## config.mk

```make
export PLATFORM = sky130hd
export DESIGN_NAME = dmem_arbiter_flat
export DESIGN_NICKNAME = d
export VERILOG_FILES = /design/src/rtl/dmem_arbiter_if.sv /design/src/rtl/dmem_arbiter.sv /design/src/flat_wrapper.sv
export SDC_FILE = /design/constraint.sdc
export NUM_CORES = 1
export LEC_CHECK = 0
export CORE_AREA = 4 4 115 117
export CTS_CLUSTER_DIAMETER = 200
export DETAILED_ROUTE_END_ITERATION = 10
export DIE_AREA = 0 0 119 121
export MAX_ROUTING_LAYER = met4
export PLACE_DENSITY = 0.79
export SYNTH_ARGS = -nofsm -noshare
export SYNTH_HDL_FRONTEND = slang
export SYNTH_SLANG_ARGS = --single-unit
```

## constraint.sdc

```tcl
create_clock -name clk -period 3.6 [get_ports clk]
set_input_delay 0.9 -clock clk [delete_from_list [all_inputs] [get_ports clk]]
set_output_delay 0.9 -clock clk [all_outputs]
set_load 0.01 [all_outputs]
```

## src/rtl/dmem_arbiter_if.sv

```systemverilog
// Requester and data-memory signal bundle for the two-port data memory arbiter.
interface dmem_arbiter_if #(
    parameter int unsigned ADDR_W = 32,
    parameter int unsigned DATA_W = 32
);
    logic              req_a;
    logic              we_a;
    logic [ADDR_W-1:0] addr_a;
    logic [DATA_W-1:0] wdata_a;
    logic              done_a;
    logic [DATA_W-1:0] rdata_a;

    logic              req_b;
    logic              we_b;
    logic [ADDR_W-1:0] addr_b;
    logic [DATA_W-1:0] wdata_b;
    logic              done_b;
    logic [DATA_W-1:0] rdata_b;

    logic              busy;

    logic [ADDR_W-1:0] mem_addr;
    logic [DATA_W-1:0] mem_dataIn;
    logic              mem_enable;
    logic              mem_readNotWrite;
    logic [DATA_W-1:0] mem_dataOut;

    // Arbiter side.
    modport slave (
        input  req_a, we_a, addr_a, wdata_a,
        output done_a, rdata_a,
        input  req_b, we_b, addr_b, wdata_b,
        output done_b, rdata_b,
        output busy,
        output mem_addr, mem_dataIn, mem_enable, mem_readNotWrite,
        input  mem_dataOut
    );

    // Requesters plus memory side.
    modport master (
        output req_a, we_a, addr_a, wdata_a,
        input  done_a, rdata_a,
        output req_b, we_b, addr_b, wdata_b,
        input  done_b, rdata_b,
        input  busy,
        input  mem_addr, mem_dataIn, mem_enable, mem_readNotWrite,
        output mem_dataOut
    );
endinterface

```

## src/rtl/dmem_arbiter.sv

```systemverilog
// Two-requester arbiter for a single-port data memory: one access per
// IDLE -> ISSUE -> RESP sequence, round-robin or fixed priority on ties.
module dmem_arbiter #(
    parameter int unsigned ADDR_W    = 32,
    parameter int unsigned DATA_W    = 32,
    parameter bit          FIXED_PRI = 1'b0
) (
    input  logic           clk,
    input  logic           reset,
    dmem_arbiter_if.slave  bus
);

    typedef enum logic [1:0] {
        IDLE  = 2'd0,
        ISSUE = 2'd1,
        RESP  = 2'd2
    } state_t;

    state_t            state, stateNext;
    logic              owner, ownerNext;        // 0 = A, 1 = B
    logic              lastGrant, lastGrantNext;
    logic [ADDR_W-1:0] addrQ, addrNext;
    logic [DATA_W-1:0] dataQ, dataNext;
    logic              weQ, weNext;
    logic              pickB;

    // State, ownership and latched command registers.
    always_ff @(posedge clk or negedge reset) begin
        if (!reset) begin
            state     <= IDLE;
            owner     <= 1'b0;
            lastGrant <= 1'b1;
            addrQ     <= '0;
            dataQ     <= '0;
            weQ       <= 1'b0;
        end else begin
            state     <= stateNext;
            owner     <= ownerNext;
            lastGrant <= lastGrantNext;
            addrQ     <= addrNext;
            dataQ     <= dataNext;
            weQ       <= weNext;
        end
    end

    // Arbitration, next state and output decode from registered state only.
    always_comb begin
        stateNext     = state;
        ownerNext     = owner;
        lastGrantNext = lastGrant;
        addrNext      = addrQ;
        dataNext      = dataQ;
        weNext        = weQ;
        pickB         = 1'b0;

        case (state)
            IDLE: begin
                if (bus.req_a || bus.req_b) begin
                    // B wins when alone, or on a round-robin tie after an A grant.
                    pickB         = bus.req_b && (!bus.req_a || (!FIXED_PRI && !lastGrant));
                    ownerNext     = pickB;
                    lastGrantNext = pickB;
                    addrNext      = pickB ? bus.addr_b  : bus.addr_a;
                    dataNext      = pickB ? bus.wdata_b : bus.wdata_a;
                    weNext        = pickB ? bus.we_b    : bus.we_a;
                    stateNext     = ISSUE;
                end
            end
            ISSUE:   stateNext = RESP;
            RESP:    stateNext = IDLE;
            default: stateNext = IDLE;
        endcase

        bus.busy             = (state != IDLE);
        bus.mem_addr         = addrQ;
        bus.mem_dataIn       = dataQ;
        bus.mem_enable       = (state == ISSUE);
        bus.mem_readNotWrite = !((state == ISSUE) && weQ);
        bus.done_a           = (state == RESP) && !owner;
        bus.done_b           = (state == RESP) && owner;
        bus.rdata_a          = ((state == RESP) && !owner) ? bus.mem_dataOut : '0;
        bus.rdata_b          = ((state == RESP) && owner)  ? bus.mem_dataOut : '0;
    end

endmodule
```

## src/flat_wrapper.sv

```systemverilog
// flat-port wrapper written by rule: the top's interface ports become plain ports
module dmem_arbiter_flat 
#(
    parameter int unsigned ADDR_W    = 32,
    parameter int unsigned DATA_W    = 32,
    parameter bit          FIXED_PRI = 1'b0
)
  (clk, reset, bus_req_a, bus_we_a, bus_addr_a, bus_wdata_a, bus_done_a, bus_rdata_a, bus_req_b, bus_we_b, bus_addr_b, bus_wdata_b, bus_done_b, bus_rdata_b, bus_busy, bus_mem_addr, bus_mem_dataIn, bus_mem_enable, bus_mem_readNotWrite, bus_mem_dataOut);
  dmem_arbiter_if #(.ADDR_W(ADDR_W), .DATA_W(DATA_W)) bus_i ();
  input  logic clk;
  input  logic reset;
  input wire logic [$bits(bus_i.req_a)-1:0] bus_req_a;
  input wire logic [$bits(bus_i.we_a)-1:0] bus_we_a;
  input wire logic [$bits(bus_i.addr_a)-1:0] bus_addr_a;
  input wire logic [$bits(bus_i.wdata_a)-1:0] bus_wdata_a;
  output wire logic [$bits(bus_i.done_a)-1:0] bus_done_a;
  output wire logic [$bits(bus_i.rdata_a)-1:0] bus_rdata_a;
  input wire logic [$bits(bus_i.req_b)-1:0] bus_req_b;
  input wire logic [$bits(bus_i.we_b)-1:0] bus_we_b;
  input wire logic [$bits(bus_i.addr_b)-1:0] bus_addr_b;
  input wire logic [$bits(bus_i.wdata_b)-1:0] bus_wdata_b;
  output wire logic [$bits(bus_i.done_b)-1:0] bus_done_b;
  output wire logic [$bits(bus_i.rdata_b)-1:0] bus_rdata_b;
  output wire logic [$bits(bus_i.busy)-1:0] bus_busy;
  output wire logic [$bits(bus_i.mem_addr)-1:0] bus_mem_addr;
  output wire logic [$bits(bus_i.mem_dataIn)-1:0] bus_mem_dataIn;
  output wire logic [$bits(bus_i.mem_enable)-1:0] bus_mem_enable;
  output wire logic [$bits(bus_i.mem_readNotWrite)-1:0] bus_mem_readNotWrite;
  input wire logic [$bits(bus_i.mem_dataOut)-1:0] bus_mem_dataOut;
  assign bus_i.req_a = bus_req_a;
  assign bus_i.we_a = bus_we_a;
  assign bus_i.addr_a = bus_addr_a;
  assign bus_i.wdata_a = bus_wdata_a;
  assign bus_done_a = bus_i.done_a;
  assign bus_rdata_a = bus_i.rdata_a;
  assign bus_i.req_b = bus_req_b;
  assign bus_i.we_b = bus_we_b;
  assign bus_i.addr_b = bus_addr_b;
  assign bus_i.wdata_b = bus_wdata_b;
  assign bus_done_b = bus_i.done_b;
  assign bus_rdata_b = bus_i.rdata_b;
  assign bus_busy = bus_i.busy;
  assign bus_mem_addr = bus_i.mem_addr;
  assign bus_mem_dataIn = bus_i.mem_dataIn;
  assign bus_mem_enable = bus_i.mem_enable;
  assign bus_mem_readNotWrite = bus_i.mem_readNotWrite;
  assign bus_i.mem_dataOut = bus_mem_dataOut;
  dmem_arbiter #(.ADDR_W(ADDR_W), .DATA_W(DATA_W), .FIXED_PRI(FIXED_PRI)) u_core (.clk(clk), .reset(reset), .bus(bus_i));
endmodule
```

==> impl_metrics.env <==
export IMPL_run_status="finished clean"
export IMPL_ys_types=19
export IMPL_placement_rows=41
export IMPL_cts_tree="built"
export IMPL_clockBufferDepth=2
export IMPL_track_usage_pct=18.1
export IMPL_io_pins=299
export IMPL_multiInputGateArea_sq_mm=0.00222
export IMPL_seq_area_sq_mm=0.00173
export IMPL_core_area_sq_mm=0.0124
export IMPL_dr_pass1_iters=4
export IMPL_grt_setup_unrepaired="no"
export IMPL_yosysTopAreaCell="dfrtp_1"
export IMPL_grt_pass1_wl_mm=19.9
export IMPL_p_per_area_mw_per_mm2=691
export IMPL_max_slew_worst_pin_slew_ns=0.856
export IMPL_fmax_ghz=0.333
export IMPL_synth_area_sq_mm=0.00406
export IMPL_drt_iter0_markers=86
export IMPL_cts_buffers=9
export IMPL_place_inst=752
export IMPL_grt_max_degree=70
export IMPL_timing_final_crit_share_pct=83.3
export IMPL_stdcell_area_sq_mm=0.00752
export IMPL_grt_util_met3_pct=5.59
export IMPL_overflow=0
export IMPL_hold_viol=0
export IMPL_clockRootBuffer="clkbuf_16"
export IMPL_place_gp_congestion=0.821
export IMPL_synthCells=296
export IMPL_dieArea_sq_mm=0.0144
export IMPL_layout_nets=757
export IMPL_first_global_vias=3841
export IMPL_synth_seq_cells=69
export IMPL_cts_hold_buffers_added=0
export IMPL_drc_errors=0
export IMPL_synth_top_area_share_pct=41.9
export IMPL_drv_cap=0
export IMPL_vdd_drop_max_mv=0.380
export IMPL_num_vias=3465
export IMPL_setup_viol=0
export IMPL_leakage_nw=3.16
export IMPL_clk_latency_ns=0.32
export IMPL_h_tree_depth=3
export IMPL_worst_hold_slack_ns=0.487
export IMPL_drv_slew=0
export IMPL_area_growth_pct=85.1
export IMPL_synthTopCellsByArea="dfrtp_1, mux2_4, mux2_2"
export IMPL_mostFrequentLayoutCells="clkdlybuf4s50_1, mux2_4, dfrtp_1"
export IMPL_hpwl_mm=10.8
export IMPL_min_period_ns=3.00
export IMPL_synth_area_per_cell_sq_um=13.7
export IMPL_synth_seq_area_share_pct=42.5
export IMPL_path_clk_slew_ns=0.05
export IMPL_path_max_fanout=2
export IMPL_port_buffers=298
export IMPL_slew_headroom_pct=42.9
export IMPL_final_layout_size_suffix_gt1_share_pct=26.3
export IMPL_fp_dieW_um=119
export IMPL_finalSetupTns_ns=0
export IMPL_cts_resized_gates=0
export IMPL_grtUsageMet1_pct=18.1
export IMPL_min_path_type="reg2reg"
export IMPL_post_dp_cell_area_sq_mm=0.00722
export IMPL_critical_path_class="in2out"
export IMPL_syn_nets=462
export IMPL_post_cts_setup_buffers=0
export IMPL_grt_util_met2_pct=33.5
export IMPL_endpoint_kind="output pin"
export IMPL_worstPathRequired_ns=2.70
export IMPL_skew_ns=0.00643
export IMPL_startpoint_type="input port"
export IMPL_drtAntennaViolNets=0
export IMPL_start_util_pct=32.9
export IMPL_drt_total_wl_mm=13.1
export IMPL_yosysWarnings=0
export IMPL_final_common_cell="clkdlybuf4s50_1"
export IMPL_instances_no_fill=769
export IMPL_die_h_um=121
export IMPL_antenna_found_initial=1
export IMPL_arrival_ns=2.10
export IMPL_utilization_pct=60.8
export IMPL_routedWlPerCell_um=17.0
export IMPL_vias_per_cell=4.51
export IMPL_fillers=981
export IMPL_clock_sinks=69
export IMPL_top_usage_layer="met2"
## cell families after synthesis
logic type	synth area share, %
buffers and inverters	3.48
AND/OR/NAND/NOR	10.7
AO/OA/AOI/OAI	0.862
multiplexers	42.4
flip-flops	42.5
## registers in the layout, indices dropped and copies added, names as in the netlist
signal                 count
u_core.owner               1
u_core.bus.mem_addr       32
u_core.state               2
u_core.lastGrant           1
u_core.weQ                 1
u_core.bus.mem_dataIn     32
## worst max-delay path, stage by stage
cell and delay [ns]:
clkdlybuf4s50_1 0.48, and2_1 0.13, clkdlybuf4s50_1 0.59
## worst paths after layout
check                           slack, ns                       end  cells past startpoint               start
max in group asynchronous            2.36  u_core.bus.mem_dataIn[4]                      1               reset
worst min register to register       0.49           u_core.state[1]                      1     u_core.state[1]
min in group asynchronous            0.70   u_core.bus.mem_addr[15]                      1               reset
worst max register to register       1.73  u_core.bus.mem_dataIn[4]                      4     u_core.state[0]
worst max-delay path                 0.60            bus_rdata_a[8]                      3  bus_mem_dataOut[8]
worst min-delay path                 0.49           u_core.state[1]                      1     u_core.state[1]
## final cells by class
class	count	share of cell area (%)
inverters	2	0.0998
flip-flops and latches	69	23.0
multi-input cells	205	29.5
well taps	172	2.86
diodes	1	0.0333
clock buffers	10	3.04
clock inverters	6	0.948
repair buffers	304	40.6
## synthesized netlist by cell type, drive strengths merged
library cell and number:
nor2 1, dfstp 1, nand2 1, dfrtp 68, a21bo 1, mux2 130
nor3b 2, clkbuf 6, a31oi 1, o22ai 1, nor2b 2, and2 64
inv 2, buf 14, a21oi 1, o21a 1
## where the power goes
part	internal (W)	switching (W)
Sequential	0.00119	0.000232
Combinational	0.00185	0.00105
Clock	0.000541	0.000335
Total	0.00358	0.00162
## through the flow
| step | setup slack (ns) | total power (W) |
|---|---|---|
| 2_1_floorplan | 1.43 | 0.00287 |
| 3_3_place_gp | 0.604 | 0.00430 |
| 3_5_place_dp | 0.600 | 0.00437 |
| 4_1_cts | 0.597 | 0.00528 |
| 5_1_grt | 0.569 | 0.00548 |
| 6_report | 0.600 | 0.00519 |
## routing by layer
metal | up-vias | routed length (um)
met5 | - | 0
met4 | 0 | 320
met3 | 23 | 1000
met2 | 178 | 7110
met1 | 1646 | 4680
li1 | 1618 | -
Note: power is estimated with default switching activity, not from simulation.
